File: config.mk
export PLATFORM = sky130hd
export DESIGN_NAME = econ_frame_packer
export DESIGN_NICKNAME = d
export VERILOG_FILES = /design/src/rtl/econ_pkg.sv /design/src/rtl/econ_frame_bank.sv /design/src/rtl/econ_frame_packer.sv
export SDC_FILE = /design/constraint.sdc
export NUM_CORES = 2
export LEC_CHECK = 0
export ABC_AREA = 1
export BUFFER_PORTS_ARGS = -buffer_cell sky130_fd_sc_hd__buf_2
export CAP_MARGIN = 20
export CORE_MARGIN = 2
export CORE_UTILIZATION = 35
export DETAILED_ROUTE_END_ITERATION = 10
export PLACE_DENSITY = 0.59
export SLEW_MARGIN = 20
export SYNTH_ARGS = -nofsm -noshare
export SYNTH_HDL_FRONTEND = slang
export SYNTH_HIERARCHICAL = 1
export SYNTH_SLANG_ARGS = --single-unit
File: constraint.sdc
create_clock -name clk -period 2.4 [get_ports clk]
set_input_delay 0.36 -clock clk [delete_from_list [all_inputs] [get_ports clk]]
set_output_delay 0.36 -clock clk [all_outputs]
set_load 0.02 [all_outputs]
File: src/rtl/econ_pkg.sv
// Shared widths and types for the econV0 input-port frame packer and its unpacker.
package econ_pkg;

  localparam int ECON_SAMPLE_W  = 18;
  localparam int ECON_N_SAMPLES = 48;
  localparam int ECON_FRAME_W   = ECON_SAMPLE_W * ECON_N_SAMPLES;
  localparam int ECON_OUT_W     = 54;

  typedef logic [ECON_SAMPLE_W-1:0] sample_t;
  typedef logic [ECON_FRAME_W-1:0]  frame_t;

  typedef enum logic [1:0] {
    BANK_EMPTY   = 2'd0,
    BANK_FILLING = 2'd1,
    BANK_FULL    = 2'd2
  } bank_state_t;

endpackage

File: src/rtl/econ_frame_bank.sv
// One frame buffer: per-slot write demux, EMPTY/FILLING/FULL tracking, zero-on-drain.
module econ_frame_bank
  import econ_pkg::*;
#(
  parameter int SAMPLE_W  = ECON_SAMPLE_W,
  parameter int N_SAMPLES = ECON_N_SAMPLES,
  parameter int IDX_W     = $clog2(N_SAMPLES)
) (
  input  logic                          clk,
  input  logic                          reset,
  input  logic                          wr_en,
  input  logic [IDX_W-1:0]              wr_idx,
  input  logic [SAMPLE_W-1:0]           wr_dat,
  input  logic                          commit,
  input  logic                          drain,
  output logic [SAMPLE_W*N_SAMPLES-1:0] dat,
  output logic                          full
);

  bank_state_t state_reg;

  // A commit can coincide with the very first write (frame closed at slot 0).
  always_ff @(posedge clk) begin
    if (reset) begin
      state_reg <= BANK_EMPTY;
    end else begin
      case (state_reg)
        BANK_EMPTY:   if (commit) state_reg <= BANK_FULL;
                      else if (wr_en) state_reg <= BANK_FILLING;
        BANK_FILLING: if (commit) state_reg <= BANK_FULL;
        BANK_FULL:    if (drain) state_reg <= BANK_EMPTY;
        default:      state_reg <= BANK_EMPTY;
      endcase
    end
  end

  assign full = (state_reg == BANK_FULL);

  // Zeroing on drain keeps unused slots of a short frame at zero.
  for (genvar gi = 0; gi < N_SAMPLES; gi++) begin : g_slot
    logic [SAMPLE_W-1:0] slot_reg;

    always_ff @(posedge clk) begin
      if (reset || drain) begin
        slot_reg <= '0;
      end else if (wr_en && (wr_idx == IDX_W'(gi))) begin
        slot_reg <= wr_dat;
      end
    end

    assign dat[gi*SAMPLE_W +: SAMPLE_W] = slot_reg;
  end

endmodule

File: src/rtl/econ_frame_packer.sv
// Packs N_SAMPLES narrow samples into ping-pong frames for the econV0 input_48_rsc port.
// Define ECON_FRAME_PACKER_LAST_CHECK_EN to let s_last close a frame early (flagged by err_short).
module econ_frame_packer
  import econ_pkg::*;
#(
  parameter int SAMPLE_W  = ECON_SAMPLE_W,
  parameter int N_SAMPLES = ECON_N_SAMPLES,
  parameter int CNT_W     = 16
) (
  input  logic                          clk,
  input  logic                          reset,
  input  logic [SAMPLE_W-1:0]           s_dat,
  input  logic                          s_vld,
  output logic                          s_rdy,
  input  logic                          s_last,
  output logic [SAMPLE_W*N_SAMPLES-1:0] m_dat,
  output logic                          m_vld,
  input  logic                          m_rdy,
  output logic [CNT_W-1:0]              frame_count,
  output logic                          err_short
);

  localparam int FRAME_W = SAMPLE_W * N_SAMPLES;
  localparam int IDX_W   = $clog2(N_SAMPLES);

  logic               wr_bank_reg;
  logic               rd_bank_reg;
  logic [IDX_W-1:0]   idx_reg;
  logic [CNT_W-1:0]   frame_count_reg;
  logic               err_short_reg;
  logic [FRAME_W-1:0] bank_dat [2];
  logic [1:0]         bank_full;

  logic accept;
  logic last_slot;
  logic short_close;
  logic commit;
  logic drain;

  assign s_rdy     = ~bank_full[wr_bank_reg] & ~reset;
  assign accept    = s_vld & s_rdy;
  assign last_slot = (idx_reg == IDX_W'(N_SAMPLES - 1));

`ifdef ECON_FRAME_PACKER_LAST_CHECK_EN
  assign short_close = s_last & ~last_slot;
`else
  logic unused_s_last;
  assign unused_s_last = s_last;
  assign short_close   = 1'b0;
`endif

  assign commit = accept & (last_slot | short_close);
  assign drain  = m_vld & m_rdy;

  for (genvar gi = 0; gi < 2; gi++) begin : g_bank
    econ_frame_bank #(
      .SAMPLE_W  (SAMPLE_W),
      .N_SAMPLES (N_SAMPLES),
      .IDX_W     (IDX_W)
    ) u_bank (
      .clk    (clk),
      .reset  (reset),
      .wr_en  (accept && (wr_bank_reg == 1'(gi))),
      .wr_idx (idx_reg),
      .wr_dat (s_dat),
      .commit (commit && (wr_bank_reg == 1'(gi))),
      .drain  (drain && (rd_bank_reg == 1'(gi))),
      .dat    (bank_dat[gi]),
      .full   (bank_full[gi])
    );
  end

  assign m_vld       = bank_full[rd_bank_reg];
  assign m_dat       = bank_dat[rd_bank_reg];
  assign frame_count = frame_count_reg;
  assign err_short   = err_short_reg;

  always_ff @(posedge clk) begin
    if (reset) begin
      wr_bank_reg     <= 1'b0;
      rd_bank_reg     <= 1'b0;
      idx_reg         <= '0;
      frame_count_reg <= '0;
      err_short_reg   <= 1'b0;
    end else begin
      err_short_reg <= accept & short_close;
      if (accept) begin
        if (commit) begin
          idx_reg     <= '0;
          wr_bank_reg <= ~wr_bank_reg;
        end else begin
          idx_reg <= idx_reg + 1'b1;
        end
      end
      if (drain) begin
        rd_bank_reg     <= ~rd_bank_reg;
        frame_count_reg <= frame_count_reg + 1'b1;
      end
    end
  end

endmodule
==> metrics <==
Placer Congestion 0.855; min setup slack post-route -0.387 ns; post-route cell area 103000 sq um; Post-Synth XOR/XNOR Area 0.000110; #FFs+latches synth 1756; Post-Route WL 391 mm; post-route minimum period 2.79 ns; commonest cells after routing, fill and taps aside 4107 x nand2_1, 3519 x nor2_1, 1755 x dfxtp_1; Mapped Cells 12700; Synth Area in Adders 0.000314; Fill cells 23600; most common cell after layout, fill and taps aside nand2_1; Synth Area in Simple Gates 0.496; Slowest-stage cell, CP dfxtp_4; Area growth syn-to-layout 29.2%; full die area 231000 sq um; # IOs 906; RSZ-0062 raised after global routing true; Slew Limit Fails 0; Avg WL per Cell 23.6 microns; Hold Crit Class input pin to flip-flop; Num CTS Buffers 194; PortBufs 903; Switching Share 0.253; Reg power frac 0.453; final antenna-violating net count 0; Critical Path RT 2.04 ns; Max Cap Viol 0; CP peak stage delay 0.37 ns; CP arrival 2.43 ns; chip height 481 microns; grt ovf 0; crit path max fanout 24; crit-path cells buf_12 -> clkinv_16 -> buf_16 -> buf_4 -> buf_16 -> nand2_1 -> nand2_1 -> buf_2; main combinational cell family by area after synthesis simple AND/OR/NAND/NOR gates; P_sw 16.3 mW; skew final 0.0562 ns; antenna violations before repair 17; CTS Buffer Depth 3; via count 86500; outcome complete, but fails checks; CTS tree built; Synth Area in Compound Gates 0.00116; hpwl dp 236 mm; Vias/cell 5.22; register area share after synthesis 0.442; largest net degree at the start of global routing 109; Initial Util 0.351; CTS root buf clkbuf_16; leak pwr 46.1 nW; clock-pin transition on the worst setup and hold timing paths 0.06 ns; Setup Viol. Count Final 865; clk sinks 1756; Avg Synthesized Cell Area 6.25 sq um; final hold vios 0; mux cell area share after synthesis 0; # H-tree levels 4; Netlist Area Pre-Place 79600 sq um; failing checks negative setup slack; row count 175; nets 13400; DRC 0; Synthesis Warnings 6; P_int 48.1 mW; Slew HR 0.500; CP startpoint kind flip-flop; area of the multi-input gates 41600 sq um; vias in the first global route 74500; Mapped Nets 12800; crit path kind flip-flop to primary output; DRT Pass-1 Iters 8; Sequential cell area 35200 sq um; area post-placement 90600 sq um; Max VDD drop 0.621 mV; gr usage total 0.316; latest clock arrival within the worst-skew pair 0.89 ns; worst-margin pin slew 0.750 ns; f_max 359 MHz; crit share post-route 1.16; layout cell share with drive strength beyond 1 0.174; core footprint 227000 sq um; total power draw 64.5 mW; Power Dens Cells 627 nW/um^2; Logic pwr share 0.057; Cell variety after synth 27; Clock Power Share 0.489; die width 481 microns; max reg flops 1728; Starting DRT DRC Count 9767; critical path endpoint category primary output; global-route wire length before repair 537 mm
==> per-layer routing <==
metal  vias to the layer above  global-route usage  part of all wire
li1                      40500                   -                 -
met1                     40300               0.433              0.41
met2                      4764               0.475              0.43
met3                       860              0.0482             0.099
met4                         0               0.169             0.059
met5                         -                   0                 0
==> power by group through the flow <==
stage	clock network (mW)	registers [mW]	logic, mW
floorplan	0	29.8	1.71
global route	32.9	29.2	3.80
finish	31.5	29.2	3.70
CTS	31.8	29.2	3.60
detailed placement	0	29.9	3.59
global placement	0	29.9	3.60
==> path summary, 6_finish.rpt <==
| check | from | endpoint | slack, ns | cells after the start |
|---|---|---|---|---|
| hold reg to reg | g_bank[1].u_bank/state_reg[1] | g_bank[1].u_bank/state_reg[0] | 0.47 | 1 |
| hold / removal | s_dat[16] | g_bank[1].u_bank/g_slot[4].slot_reg[16] | 0.11 | 5 |
| setup reg to reg | rd_bank_reg | g_bank[0].u_bank/g_slot[35].slot_reg[9] | 0.09 | 11 |
| setup / recovery | rd_bank_reg | m_dat[568] | -0.39 | 8 |
==> cell usage after synthesis, drive strengths merged <==
library cell	instances	area share
xnor2	1	0.00011
o21ai	8	0.00050
nand3	1678	0.11
nand4	8	0.00082
nand2	4505	0.21
nand3b	1	0.000094
o21bai	1	0.000094
nor4	2	0.00016
conb	1	0.000047
inv	96	0.0045
clkbuf	423	0.020
nor2	3657	0.18
dfxtp	1756	0.44
buf	584	0.037
nor3	4	0.00031
ha	2	0.00031
a21oi	9	0.00057
==> cells by family after synthesis <==
kind of cell / after synthesis
other: 1
and+or+nand+nor: 9855
buffers and inverters: 1103
xor gates and xnor gates: 1
adders and majority gates: 2
DFF: 1756
AOI/OAI and AO/OA: 18
==> critical path: cells and delay by family (launching register included) <==
| family | cells | cell delay (ns) |
|---|---|---|
| buf+inv | 6 | 0.96 |
| simple gates | 2 | 0.23 |
| flops | 1 | 0.37 |
==> layout make-up <==
class | count | share of cell area
Multi-Input combinational cell | 9877 | 0.404
Timing Repair Buffer | 1453 | 0.147
Sequential cell | 1756 | 0.342
Tap cell | 3009 | 0.0366
Timing Repair inverter | 1 | 0.000109
Clock buffer | 301 | 0.0581
Antenna cell | 6 | 0.000146
Clock inverter | 55 | 0.00719
Inverter | 96 | 0.00439
==> what timing repair did <==
| item | in CTS | in global routing |
|---|---|---|
| hold buffers | 7 | 0 |
| resized for setup | 164 | 868 |
| buffers inserted | 19 | 25 |
| hold endpoints to repair | 26 | 0 |
| pin swaps | 6 | 69 |
| setup endpoints to repair | 866 | 866 |
| cloned | 16 | 51 |
==> per-stage QoR <==
| step | std cells | util | hold WS (ns) | worst slack [ns] | setup TNS [ns] |
|---|---|---|---|---|---|
| 3_3_place_gp | 16100 | 0.399 | 0.446 | 0.153 | 0 |
| 3_5_place_dp | 16100 | 0.399 | 0.457 | 0.120 | 0 |
| 2_1_floorplan | 12700 | - | 0.436 | 0.252 | 0 |
| 4_1_cts | 16500 | 0.435 | 0.0197 | -0.496 | -323.21 |
| 5_1_grt | 16500 | 0.453 | 0.0574 | -0.468 | -306.30 |
| 6_report | 16600 | 0.453 | 0.112 | -0.387 | -234.07 |
No activity file was read; power rests on OpenSTA's default activity.
